==> config.mk <==
export PLATFORM = sky130hd
export DESIGN_NAME = mmram_stage
export DESIGN_NICKNAME = d
export VERILOG_FILES = /design/src/rtl/mmram_stage_pkg.sv /design/src/rtl/mmram_mem.sv /design/src/rtl/mmram_stage.sv
export SDC_FILE = /design/constraint.sdc
export NUM_CORES = 2
export LEC_CHECK = 0
export CAP_MARGIN = 10
export CELL_PAD_IN_SITES_DETAIL_PLACEMENT = 1
export CELL_PAD_IN_SITES_GLOBAL_PLACEMENT = 2
export CORE_AREA = 2 2 348 350
export DETAILED_ROUTE_END_ITERATION = 16
export DIE_AREA = 0 0 350 352
export GPL_ROUTABILITY_DRIVEN = 0
export GPL_TIMING_DRIVEN = 0
export PLACE_DENSITY = 0.89
export SLEW_MARGIN = 20
export SYNTH_ARGS = -nofsm -noshare
export SYNTH_HDL_FRONTEND = slang
export SYNTH_HIERARCHICAL = 1
export SYNTH_SLANG_ARGS = --single-unit
==> constraint.sdc <==
create_clock -name CLK -period 2.9 [get_ports CLK]
set_input_delay 0.435 -clock CLK [delete_from_list [all_inputs] [get_ports CLK]]
set_output_delay 0.435 -clock CLK [all_outputs]
set_load 0.01 [all_outputs]
==> src/rtl/mmram_stage_pkg.sv <==
// Shared widths, field positions and packet layouts for the matching-memory stage.
`timescale 1ns/1ps
package mmram_stage_pkg;

  localparam int COLOR_W     = 3;
  localparam int GEN_W       = 8;
  localparam int DEST_W      = 7;
  localparam int DATA_W      = 16;
  localparam int ADDR_W      = 6;
  localparam int NUM_ENTRIES = 1 << ADDR_W;
  localparam int PACKIN_W    = 38;
  localparam int PACKOUT_W   = 52;

  // Field LSB positions in the incoming packet
  localparam int IN_DATA_LSB  = 0;
  localparam int IN_SEL_LSB   = 16;
  localparam int IN_Z_BIT     = 18;
  localparam int IN_C_BIT     = 19;
  localparam int IN_DEST_LSB  = 20;
  localparam int IN_GEN_LSB   = 27;
  localparam int IN_COLOR_LSB = 35;

  // Field LSB positions in the outgoing packet
  localparam int OUT_DATAR_LSB = 0;
  localparam int OUT_DATAL_LSB = 16;
  localparam int OUT_Z_BIT     = 32;
  localparam int OUT_C_BIT     = 33;
  localparam int OUT_DEST_LSB  = 34;
  localparam int OUT_GEN_LSB   = 41;
  localparam int OUT_COLOR_LSB = 49;

  typedef struct packed {
    logic [COLOR_W-1:0] color;
    logic [GEN_W-1:0]   gen;
    logic [DEST_W-1:0]  dest;
    logic               c;
    logic               z;
    logic [1:0]         sel;
    logic [DATA_W-1:0]  data;
  } pkt_in_t;

  typedef struct packed {
    logic [COLOR_W-1:0] color;
    logic [GEN_W-1:0]   gen;
    logic [DEST_W-1:0]  dest;
    logic               c;
    logic               z;
    logic [DATA_W-1:0]  data_l;
    logic [DATA_W-1:0]  data_r;
  } pkt_out_t;

endpackage

==> src/rtl/mmram_mem.sv <==
// Operand store: one data word plus valid bit per entry, async-cleared,
// single write/clear port and a combinational read port.
`timescale 1ns/1ps
module mmram_mem
  import mmram_stage_pkg::*;
(
  input  logic              CLK,
  input  logic              MR_n,
  input  logic              i_wr,
  input  logic              i_clr,
  input  logic [ADDR_W-1:0] i_waddr,
  input  logic [DATA_W-1:0] i_wdata,
  input  logic [ADDR_W-1:0] i_raddr,
  output logic [DATA_W-1:0] o_rdata,
  output logic              o_rvalid
);

  logic [DATA_W-1:0]      r_data [NUM_ENTRIES];
  logic [NUM_ENTRIES-1:0] r_valid;

  // Clear wins over write so a fetch-and-delete always leaves the entry empty
  always_ff @(posedge CLK or negedge MR_n) begin
    if (!MR_n) begin
      for (int i = 0; i < NUM_ENTRIES; i++) r_data[i] <= '0;
      r_valid <= '0;
    end else if (i_clr) begin
      r_data[i_waddr]  <= '0;
      r_valid[i_waddr] <= 1'b0;
    end else if (i_wr) begin
      r_data[i_waddr]  <= i_wdata;
      r_valid[i_waddr] <= 1'b1;
    end
  end

  assign o_rdata  = r_data[i_raddr];
  assign o_rvalid = r_valid[i_raddr];

endmodule

==> src/rtl/mmram_stage.sv <==
// Matching-memory pipeline stage: stores first operands, pairs them with the
// second arrival, or passes single-operand tokens straight through.
`timescale 1ns/1ps
module mmram_stage
  import mmram_stage_pkg::*;
(
  input  logic                 CLK,
  input  logic                 MR_n,
  input  logic                 Send_in,
  output logic                 Ack_out,
  input  logic [PACKIN_W-1:0]  PACKET_IN,
  input  logic                 WR_E,
  input  logic                 DEL,
  input  logic [ADDR_W-1:0]    ADDR,
  output logic                 Send_out,
  input  logic                 Ack_in,
  output logic [PACKOUT_W-1:0] PACKET_OUT
);

  pkt_in_t           w_in;
  pkt_out_t          w_next;
  logic              w_accept;
  logic              w_fire;
  logic              w_wr;
  logic              w_clr;
  logic [DATA_W-1:0] w_rdata;
  logic              w_rvalid;
  logic [DATA_W-1:0] w_partner;
  logic              w_unused_sel0;

  logic              r_send_out;
  pkt_out_t          r_packet_out;

  assign w_in          = PACKET_IN;
  assign w_unused_sel0 = w_in.sel[0];

  assign Ack_out  = !r_send_out || Ack_in;
  assign w_accept = Send_in && Ack_out;
  assign w_fire   = w_accept && (DEL || !WR_E);
  assign w_wr     = w_accept && WR_E && !DEL;
  assign w_clr    = w_accept && DEL;

  mmram_mem u_mem (
    .CLK      (CLK),
    .MR_n     (MR_n),
    .i_wr     (w_wr),
    .i_clr    (w_clr),
    .i_waddr  (ADDR),
    .i_wdata  (w_in.data),
    .i_raddr  (ADDR),
    .o_rdata  (w_rdata),
    .o_rvalid (w_rvalid)
  );

  // Empty entries read as zero regardless of stale contents
  assign w_partner = w_rvalid ? w_rdata : '0;

  always_comb begin
    w_next.color  = w_in.color;
    w_next.gen    = w_in.gen;
    w_next.dest   = w_in.dest;
    w_next.c      = w_in.c;
    w_next.z      = w_in.z;
    w_next.data_l = w_in.data;
    w_next.data_r = '0;
    if (DEL) begin
      if (w_in.sel[1]) begin
        w_next.data_l = w_in.data;
        w_next.data_r = w_partner;
      end else begin
        w_next.data_l = w_partner;
        w_next.data_r = w_in.data;
      end
    end
  end

  always_ff @(posedge CLK or negedge MR_n) begin
    if (!MR_n) begin
      r_send_out   <= 1'b0;
      r_packet_out <= '0;
    end else if (w_fire) begin
      r_send_out   <= 1'b1;
      r_packet_out <= w_next;
    end else if (Ack_in) begin
      r_send_out   <= 1'b0;
    end
  end

  assign Send_out   = r_send_out;
  assign PACKET_OUT = r_packet_out;

endmodule

==> flow_metrics.tcl <==
set metrics [dict create \
    worstPathCellList "buf_4 > clkdlybuf4s15_1 > buf_2 > mux2_2 > o211ai_1 > o21ai_0 > and2_1 > mux2_2 > mux2_2" \
    crit_path_max_fanout 10 \
    hp-class "input port to register" \
    cellLeakagePower_nw 25.9 \
    firstDrtPassIters 5 \
    synth_most_common_cell "nand2_1" \
    end_kind "register" \
    timing.fmax_mhz 335 \
    min_period_ns 2.99 \
    start_util_pct 41.7 \
    swShare_pct 26.9 \
    syn_area_um2 49800 \
    layout.nets 4813 \
    min_period_over_period_pct 103 \
    ios 104 \
    max_slew_margin_pct 41.7 \
    critPathRequiredTime_ns 3.51 \
    finalClockSkew_ns 0.0323 \
    path_class "input port to register" \
    finalHoldViolCount 0 \
    cpMostUsedCell "mux2_2" \
    clk_latency_ns 0.74 \
    top_usage_layer "met2" \
    ys_types 49 \
    antenna_found_initial 17 \
    switching_power_mw 10.6 \
    synthTopCellsByArea "dfrtp_1, mux4_2, o21ai_0, nand2_1, clkbuf_1" \
    cp_slowest_cell "clkdlybuf4s15_1" \
    grt_max_degree 139 \
    wl_per_cell_um 30.5 \
    ys.flop_type "dfrtp_1" \
    dp_cells 6229 \
    vias_per_cell 6.14 \
    fillCellCount 12733 \
    use_met1_pct 42.8 \
    die-area_um2 123000 \
    cts_buffers 120 \
    drt_iter0_drc 4399 \
    multi_input_area_um2 19700 \
    met3_usage_pct 10.2 \
    power_frac_clock_pct 40.8 \
    p_int_mw 28.7 \
    cts_root_buf "clkbuf_16" \
    synth_top_area_share_pct 57.4 \
    grtUsageTotal_pct 32.2 \
    crit_buf_inv 3 \
    die_w_um 350 \
    layout-drive-gt1-share_pct 19.5 \
    status "finished with violations" \
    dr_total_vias 39796 \
    drv_slew 0 \
    grt_pass1_vias 41656 \
    critPathTopFamily "buffers and inverters" \
    ys_seq_area_share_pct 57.4 \
    share_comb_of_total_power_pct 12.7 \
    overflow 0 \
    synth.net_count 4558 \
    area.sequential_um2 28600 \
    cellPowerDensity_nw_per_um2 673 \
    worst_pin_slew_ns 0.875 \
    postSynthAreaPerCell_um2 11.0 \
    cp-start-kind "input port" \
    coreArea_um2 119000 \
    hpwl_um 137000 \
    slowest_delay_ns 0.79 \
    cts.path.max_buffers 3 \
    synth_largest_area_cell "dfrtp_1" \
    finalSetupTns_ns -0.434 \
    vdd_ir_drop_max_mv 0.557 \
    areaGrowthSynthToFinish_pct 17.6 \
    final_antenna_net_count 0 \
    rsz0062_at_grt "yes" \
    htree_levels 3 \
    cap_violations 0 \
    failed_checks "setup timing" \
    ys_warn_count 6 \
    async_reset_ff_share_pct 100 \
    worstPathArrival_ns 3.59 \
    layout.cells.non_filler 6483 \
    fin_ws_ns -0.0852 \
    placementRows 127 \
    drc 0 \
    finalSetupViolCount 10 \
    path_clk_slew_ns 0.06 \
    synth_edf_count 0 \
    synth_top_cells_by_count "nand2_1, dfrtp_1, o21ai_0, clkbuf_1, mux4_2" \
    io_buffers 96 \
    cts.sinks 1141 \
    use_met2_pct 48.1 \
    wl_um 197000 \
    grt_pass1_wl_um 288000 \
    pwr-share-seq_pct 46.4 \
    cts_tree "done" \
    netlist_instances 4508 \
    die_height_um 352 \
    synth-seq-cells 1141 \
]
[worst register-to-register path: stages, from the launching register on]
cell	delay (ns)
dfrtp_1	0.40
mux4_2	0.46
mux2_2	0.29
nand2_1	0.09
o211ai_1	0.15
a31o_2	0.31
clkbuf_2	0.19
and2_1	0.31
mux2_4	0.31
mux2_2	0.26
[power groups by stage]
stage                     Clock (mW)  Sequential, mW  Combinational (mW)
after floorplan                    0            18.2                2.58
after global placement             0            18.5                4.39
after detailed placement           0            18.5                4.76
after CTS                       16.2            18.2                4.90
after global routing            16.9            18.4                5.38
final                           16.1            18.3                5.02
[per-stage QoR]
stage | worst slack (ns) | area (µm²) | hold slack (ns) | power, mW | utilization, %
6_report | -0.0852 | 58500 | 0.124 | 39.4 | 49.0
5_1_grt | -0.0497 | 58500 | 0.120 | 40.7 | 49.0
4_1_cts | -0.106 | 58300 | 0.0907 | 39.4 | 48.9
3_5_place_dp | -2.83 | 53100 | 0.339 | 23.3 | 44.5
3_3_place_gp | -51.37 | 52700 | 0.455 | 22.9 | 44.2
2_1_floorplan | 0.0279 | 49800 | 0.139 | 20.8 | -
[path summary, 6_finish.rpt]
check / start / end / slack, ns / cells after the start
max in group asynchronous: MR_n / u_mem/r_data[808] / 0.52 / 5
worst min-delay path: PACKET_IN[17] / PACKET_OUT[2] / 0.12 / 3
min in group asynchronous: MR_n / u_mem/r_data[262] / 0.24 / 2
worst min register to register: u_mem/r_data[24] / u_mem/r_data[24] / 0.47 / 2
worst max register to register: register / PACKET_OUT[30] / 0 / 9
worst max-delay path: ADDR[2] / PACKET_OUT[31] / -0.09 / 9
[cell usage in the layout (no fill, tap or decap), types with 7 or more instances in the layout]
master	count
nand2_1	1156
dfrtp_1	1141
o21ai_0	1028
mux4_2	272
clkbuf_1	184
clkbuf_16	124
clkbuf_2	95
clkdlybuf4s50_1	94
mux2_2	80
buf_4	59
o21ai_1	59
clkbuf_8	50
mux2i_1	48
clkbuf_4	37
buf_2	36
o22ai_1	34
clkinv_2	28
nor2_1	27
nand2_2	25
buf_6	20
a21o_1	19
nand2b_1	17
o2bb2ai_1	16
nand3_1	15
buf_16	14
and2_1	13
bufinv_16	13
nor4_1	13
mux2_4	10
o211ai_1	10
diode_2	7
clkinvlp_4	7
o21bai_1	7
o22a_1	7
o22ai_2	7
a31o_2	7
buf_12	7
[routing by layer]
metal	share of wire, %	vias to the layer above
li1	-	16260
met1	40	21150
met2	45	1884
met3	10	484
met4	5.2	18
met5	0.067	-
[kinds of logic after synthesis]
group           synth area share (%)
simple gates                    10.7
compound gates                  12.9
flops                           57.4
buf+inv                         3.58
mux                             15.5
[registers in the layout, indices dropped and copies added (netlist names), named ones only]
register,flops
Send_out,1
PACKET_OUT,52
u_mem/r_data,1024
[layout make-up]
type | instances | share of cell area [%]
plain buffers | 416 | 4.33
multi-input cells | 2943 | 33.6
repair buffers | 138 | 2.80
well taps | 1612 | 3.45
clock buffers | 172 | 5.88
flip-flops and latches | 1141 | 48.8
clock inverters | 51 | 1.06
inverters | 3 | 0.0257
diodes | 7 | 0.0299
[repair_timing]
action,CTS,global route
endpoints found under the setup margin,1120,940
gates resized for setup,330,115
hold endpoints to repair,55,0
cloned,3,1
hold buffers,1,0
pin swaps,7,2
buffers inserted,21,3
(Power assumes the default switching activity.)
